**src/rtl/vga_bridge.sv**
```systemverilog
// vga_bridge: brings an asynchronous VGA source (syncs of unknown polarity
// plus colour) into the clk_sys domain. Every input goes through a 2-flop
// synchroniser and one output register (3-cycle latency). Colour is width
// converted by MSB replication or truncation, and the syncs are normalised
// to active-low using a per-sync polarity detector.
//
// Optional feature: define VGA_BRIDGE_MEASURE_EN to add line-per-frame
// measurement (lines_per_frame, frame_tick, ledr showing the count).
// Without it those outputs are constant or show colour status, and no
// measurement logic exists.
//
// Handshakes: none; all ports are level signals sampled every clock.
module vga_bridge #(
  parameter int IN_BITS  = 4,
  parameter int OUT_BITS = 4,
  parameter int POL_LOG2 = 10
) (
  input  logic                clk_sys,
  input  logic                reset,
  input  logic                hs_in,
  input  logic                vs_in,
  input  logic [IN_BITS-1:0]  r_in,
  input  logic [IN_BITS-1:0]  g_in,
  input  logic [IN_BITS-1:0]  b_in,
  output logic                vga_hs,
  output logic                vga_vs,
  output logic [OUT_BITS-1:0] vga_r,
  output logic [OUT_BITS-1:0] vga_g,
  output logic [OUT_BITS-1:0] vga_b,
  output logic                hs_pol,
  output logic                vs_pol,
  output logic [11:0]         lines_per_frame,
  output logic                frame_tick,
  output logic [9:0]          ledr
);

  localparam int BUS_W = 2 + 3 * IN_BITS;
  localparam logic [POL_LOG2-1:0] CNT_MAX = '1;
  localparam logic [POL_LOG2-1:0] HALF    = {1'b1, {(POL_LOG2-1){1'b0}}};

  logic [BUS_W-1:0]   sync1;
  logic [BUS_W-1:0]   sync2;
  logic               hs_s;
  logic               vs_s;
  logic [IN_BITS-1:0] r_s;
  logic [IN_BITS-1:0] g_s;
  logic [IN_BITS-1:0] b_s;

  assign {hs_s, vs_s, r_s, g_s, b_s} = sync2;

  // Two-flop synchroniser for all asynchronous inputs, handled as one bus.
  always_ff @(posedge clk_sys) begin
    if (reset) begin
      sync1 <= '0;
      sync2 <= '0;
    end else begin
      sync1 <= {hs_in, vs_in, r_in, g_in, b_in};
      sync2 <= sync1;
    end
  end

  // Polarity detection: index 0 is hs, index 1 is vs.
  logic [1:0]          sync_bit;
  logic [POL_LOG2-1:0] win_cnt   [2];
  logic [POL_LOG2-1:0] high_cnt  [2];
  logic [POL_LOG2-1:0] high_next [2];
  logic [1:0]          pol;

  assign sync_bit = {vs_s, hs_s};
  assign hs_pol   = pol[0];
  assign vs_pol   = pol[1];

  // High-sample count including the current sample; saturates instead of wrapping.
  always_comb begin
    for (int i = 0; i < 2; i++) begin
      high_next[i] = (high_cnt[i] == CNT_MAX) ? high_cnt[i]
                                              : high_cnt[i] + POL_LOG2'(sync_bit[i]);
    end
  end

  // Free-running windows; a mostly-low sync means its active level is high.
  always_ff @(posedge clk_sys) begin
    for (int i = 0; i < 2; i++) begin
      if (reset) begin
        win_cnt[i]  <= '0;
        high_cnt[i] <= '0;
        pol[i]      <= 1'b0;
      end else begin
        win_cnt[i] <= win_cnt[i] + POL_LOG2'(1);
        if (win_cnt[i] == CNT_MAX) begin
          pol[i]      <= (high_next[i] < HALF);
          high_cnt[i] <= '0;
        end else begin
          high_cnt[i] <= high_next[i];
        end
      end
    end
  end

  // Width conversion: output bit i takes the input bit found by walking down
  // from the MSB and wrapping, which replicates MSBs when widening and keeps
  // the top bits when narrowing.
  logic [OUT_BITS-1:0] r_conv;
  logic [OUT_BITS-1:0] g_conv;
  logic [OUT_BITS-1:0] b_conv;

  for (genvar i = 0; i < OUT_BITS; i++) begin : g_conv_bit
    localparam int SRC = IN_BITS - 1 - ((OUT_BITS - 1 - i) % IN_BITS);
    assign r_conv[i] = r_s[SRC];
    assign g_conv[i] = g_s[SRC];
    assign b_conv[i] = b_s[SRC];
  end

  // Output register: sync equal to its active level drives the output low.
  always_ff @(posedge clk_sys) begin
    if (reset) begin
      vga_hs <= 1'b1;
      vga_vs <= 1'b1;
      vga_r  <= '0;
      vga_g  <= '0;
      vga_b  <= '0;
    end else begin
      vga_hs <= hs_s ^ pol[0];
      vga_vs <= vs_s ^ pol[1];
      vga_r  <= r_conv;
      vga_g  <= g_conv;
      vga_b  <= b_conv;
    end
  end

`ifdef VGA_BRIDGE_MEASURE_EN
  logic        hs_d;
  logic        vs_d;
  logic        hs_fall;
  logic        vs_fall;
  logic [11:0] line_cnt;

  assign hs_fall = hs_d & ~vga_hs;
  assign vs_fall = vs_d & ~vga_vs;
  assign ledr    = lines_per_frame[9:0];

  // Line counter on normalised hs falls; a vs fall closes the frame. A line
  // starting on the same cycle as the frame belongs to the new frame.
  always_ff @(posedge clk_sys) begin
    if (reset) begin
      hs_d            <= 1'b1;
      vs_d            <= 1'b1;
      line_cnt        <= '0;
      lines_per_frame <= '0;
      frame_tick      <= 1'b0;
    end else begin
      hs_d       <= vga_hs;
      vs_d       <= vga_vs;
      frame_tick <= vs_fall;
      if (vs_fall) begin
        lines_per_frame <= line_cnt;
        line_cnt        <= hs_fall ? 12'd1 : 12'd0;
      end else if (hs_fall && (line_cnt != 12'hFFF)) begin
        line_cnt <= line_cnt + 12'd1;
      end
    end
  end
`else
  logic [3:0] led_g;
  logic [3:0] led_b;

  if (OUT_BITS >= 4) begin : g_led_top
    assign led_g = vga_g[OUT_BITS-1 -: 4];
    assign led_b = vga_b[OUT_BITS-1 -: 4];
  end else begin : g_led_pad
    assign led_g = {vga_g, {(4-OUT_BITS){1'b0}}};
    assign led_b = {vga_b, {(4-OUT_BITS){1'b0}}};
  end

  assign lines_per_frame = '0;
  assign frame_tick      = 1'b0;
  assign ledr            = {2'b00, led_g, led_b};
`endif

endmodule

```
**config.mk**
```make
export PLATFORM = sky130hd
export DESIGN_NAME = vga_bridge
export DESIGN_NICKNAME = d
export VERILOG_FILES = /design/src/rtl/vga_bridge.sv
export SDC_FILE = /design/constraint.sdc
export NUM_CORES = 1
export LEC_CHECK = 0
export BUFFER_PORTS_ARGS = -buffer_cell sky130_fd_sc_hd__buf_4
export CORE_MARGIN = 3
export CORE_UTILIZATION = 55
export DETAILED_ROUTE_END_ITERATION = 7
export GPL_TIMING_DRIVEN = 0
export PLACE_DENSITY_LB_ADDON = 0.1
export SLEW_MARGIN = 40
export SYNTH_ARGS = -nofsm -noshare
export SYNTH_HDL_FRONTEND = slang
export SYNTH_SLANG_ARGS = --single-unit
```
**constraint.sdc**
```tcl
create_clock -name clk_sys -period 4.65 [get_ports clk_sys]
set_input_delay 0.6975 -clock clk_sys [delete_from_list [all_inputs] [get_ports clk_sys]]
set_output_delay 0.6975 -clock clk_sys [all_outputs]
set_load 0.02 [all_outputs]
```
=== After elaboration in Yosys (flattened, before gate mapping) ===
Memory sizes are Yosys's and may differ from the RTL's.
Cells that the tools add are included.
W data, S select, Z words.

* $add $sub $neg: 4
* Magnitude comparators: 2
* Eq/ne operators: 4
* Mux-type cells: 23
* Bitwise operators: 8

{| class="wikitable"
|+ Operator list
! operator !! number
|-
| $mux W10 || 8
|-
| $eq A10 B10 Y1 const B || 4
|-
| $add A10 B1 Y10 || 2
|-
| $add A10 B1 Y10 const B || 2
|-
| $lt A10 B10 Y1 const B || 2
|-
| $mux W1 || 15
|-
| $or A1 B1 Y1 || 6
|-
| $xor A1 B1 Y1 || 2
|}

* Flip-flop bits (word level): 44
* Memory bits (writable): 40
* Input port bits: 16
* Output and inout port bits: 39
* Logic and storage cells: 52
* Memories kept: 2

{| class="wikitable"
|+ Memory list
! memory !! words !! bits a word !! read ports !! clocked after memory_dff !! write ports !! RTL line !! text
|-
| high_cnt || 2 || 10 || 2 || 0 || 2 || 65 || <nowiki>logic [POL_LOG2-1:0] high_cnt [2];</nowiki>
|-
| win_cnt || 2 || 10 || 2 || 0 || 2 || 64 || <nowiki>logic [POL_LOG2-1:0] win_cnt [2];</nowiki>
|}

=== Depth between registers and ports, before layout ===
An unclocked memory read counts as a cell.

* Word-level depth: 7
* Mapped depth: 5
* Depth with buffers taken out: 5

=== Worst setup path before layout ===
No wires, ideal clock.

* Path kind: input -> register
* Start: input reset
* End: memory high_cnt[1][0], enable pin
* Library setup time: 340 ps
* Arrival time: 1743 ps
* Required time: 4310 ps
* Path slack: 2567 ps
* Cell stages on the path: 5
* Path buffers: 2
* Cell sequence: clkbuf_1 -> inv_1 -> o31ai_1 -> clkbuf_1 -> nand2b_1

{| class="wikitable"
|+ RTL lines
! item !! RTL line !! text
|-
| from (decl) || 19 || <nowiki>input logic reset,</nowiki>
|-
| to (decl) || 65 ||
|}

==> results.ini <==
[power]
switching_share_pct = 23.6
seqPwrFrac_pct = 56.9
finalPower_uw = 1360
vdd_drop_max_mv = 0.219
p_sw_uw = 321
combPwrFrac_pct = 6.3
p_int_uw = 1040
p_per_area_mw_per_mm2 = 343
leakage_uw = 0.00157
power_frac_clock_pct = 36.7

[synth]
synth.area.top_cells = dfxtp_1 38%, edfxtp_1 18%, nor2b_1 7.9%, buf_4 5.2%, nand3_1 2.7%
yosys_most_used_dff = dfxtp_1
synth_seq_cells = 84
synth-edff-count = 20
yosysTopAreaCellShare_pct = 38.3
yosysSeqAreaShare_pct = 56.2
syn_inst = 315
yosysUniqueCellTypes = 32
async_flop_share_pct = 0
netlist_area_mm2 = 0.00335
syn_avg_cell_area_um2 = 10.6
post-synth-top-area-cell = dfxtp_1
synth_warnings = 0

[clocking]
cts_resized = 0
clk_path_buf_depth = 2
ctsHoldBuffers = 0
cts.clk_slew.worst_paths_ns = 0.09
clockRootBuffer = clkbuf_8
cts-htree-levels = 3
clock_latency_ns = 0.36
cts_buffers = 9
post-cts-setup-buffers = 0
clock-sinks = 84
cts_tree = built

[place]
port_buffers = 38
placed_area_mm2 = 0.00378
place_congestion = 0.750
place_hpwl_um = 4030

[route]
firstDrtPassIters = 4
drc_errors = 0
drt_iter0_markers = 97
detail-route-antenna-nets = 0
drt-total-wl_um = 5690
dr_total_vias = 2376
avgViaCountPerCell = 5.21
wl_per_cell_um = 12.5

[timing]
clock_skew_ns = 0.00636
grt_setup_unrepaired = no
maxClockFrequency_mhz = 436
slew_violations = 0
fin_crit_sh_pct = 49.3
setup_violations = 0
whs_ns = 0.433
hold_viol = 0
tns_ns = 0
max_slew.worst_pin.slew_ns = 0.767
slew_headroom_pct = 48.6
period_needed_ns = 2.29

[final_layout]
finalInstanceArea_mm2 = 0.00397
area_growth_pct = 18.7
final_common_cell = dfxtp_1
fin_nets = 401
final_cell_mix = 64 x dfxtp_1, 61 x buf_4, 42 x nor2b_1
nFillCells = 460
drive_gt1_share_pct = 21.4
antennaDiodeCount = 0

[setup_path]
worstSetupPathType = flip-flop to flip-flop
cp-startpoint = win_cnt[1][0]
path_buf_inv = 1
cp_max_fo = 10
crit_chain = ha_1 -> nand4_1 -> o31ai_1 -> clkbuf_1 -> nand2b_1
critPathLaunchType = flip-flop
critPathTopFamily = simple AND/OR/NAND/NOR gates
crit_required_ns = 4.66
cp.arrival_ns = 2.31
slowest_stage = nand2b_1
crit_path_max_incr_delay_ns = 0.45
rr_startpoint = win_cnt[1][0]
critPathCaptureType = flip-flop

[global_route]
grt_pass1_wl_um = 9680
gr-total-overflow = 0
grt_max_degree = 16
grt_antenna_before_repair = 0
grt_usage_pct = 17.3
grt_pass1_vias = 2219

[floorplanning]
core_mm2 = 0.00571
die_w_um = 84.0
die-area_mm2 = 0.00706
die_h_um = 84.0
initial_core_util_pct = 58.6
ios = 55
fp-row-count = 27

[min_path]
hp-start = sync2[7]
min_path_type = flip-flop to flip-flop

[run]
cap_violations = 0

[run_status]
status = complete, no violations

[metal layers]
metal	share of wire [%]	vias up	global-route usage, %	routed length, um
met1	45	1114	20.8	2530
met5	0	-	0	0
met4	1.5	0	8.04	84
met2	49	52	28.2	2810
li1	-	1198	-	-
met3	4.6	12	5.23	261
[worst reg2reg max path, delay by kind of cell (launching register included)]
kind | cells | cell delay (ns)
buf+inv | 1 | 0.42
flops | 1 | 0.38
compound gates | 1 | 0.32
simple gates | 2 | 0.62
fa+ha+maj | 1 | 0.22
[registers in the layout, indices dropped and copies added, names as in the netlist]
signal and flops:
vga_g 4, sync2 14, vga_b 4, win_cnt 20
pol 2, vga_r 4, vga_hs 1, sync1 14
high_cnt 20, vga_vs 1
[stage by stage]
step	instances	util [%]	setup WS (ns)
after CTS	456	69.5	2.36
final	456	69.5	2.36
after floorplan	330	-	2.57
after detailed placement	440	66.2	2.12
after global routing	456	69.5	2.19
after global placement	440	66.2	2.16
[worst paths after layout]
| kind | cells past startpoint | slack (ns) | end |
|---|---|---|---|
| setup / recovery | 5 | 2.36 | high_cnt[1][4] |
| hold / removal | 1 | 0.43 | vga_g[3] |
| setup reg to reg | 5 | 2.36 | high_cnt[1][4] |
| hold reg to reg | 1 | 0.43 | vga_g[3] |
[cells by family after synthesis]
| group | after synthesis | synth area share [%] |
|---|---|---|
| other cells | 2 | 0.224 |
| compound gates | 44 | 8.41 |
| xor+xnor | 14 | 3.66 |
| fa+ha+maj | 6 | 2.24 |
| buf+inv | 42 | 7.29 |
| flops | 84 | 56.2 |
| simple gates | 123 | 21.9 |
[layout make-up]
cell class | instances | area, um^2 | area share, %
flip-flops and latches | 84 | 1880 | 47.4
clock inverters | 5 | 40.0 | 1.01
inverters | 11 | 41.3 | 1.04
plain buffers | 31 | 203 | 5.11
clock buffers | 11 | 153 | 3.84
multi-input cells | 204 | 1280 | 32.1
repair buffers | 38 | 285 | 7.19
well taps | 72 | 90.1 | 2.27
[power by group through the flow]
stage               Combinational (uW)  Clock, uW  Sequential [uW]
floorplan                         55.8          0              795
global placement                  84.6          0              791
detailed placement                86.5          0              792
CTS                               86.9        512              775
global route                      95.2        550              778
finish                            86.4        500              775
[cell usage after synthesis, types with 2 or more instances]
master    number
dfxtp_1       64
nor2b_1       42
buf_4         23
edfxtp_1      20
nand3_1       18
o21ai_0       14
or3_1         14
inv_1         11
a21oi_1       10
nand2_1        9
nor3_1         9
a211oi_1       8
clkbuf_1       8
nor2_1         8
xnor2_1        8
o31ai_1        7
ha_1           6
nand4_1        6
xor2_1         6
or4_1          5
nor3b_1        4
conb_1         2
nand2b_1       2
nor3_2         2
o31a_1         2
Note: power is estimated with default switching activity, not from simulation.
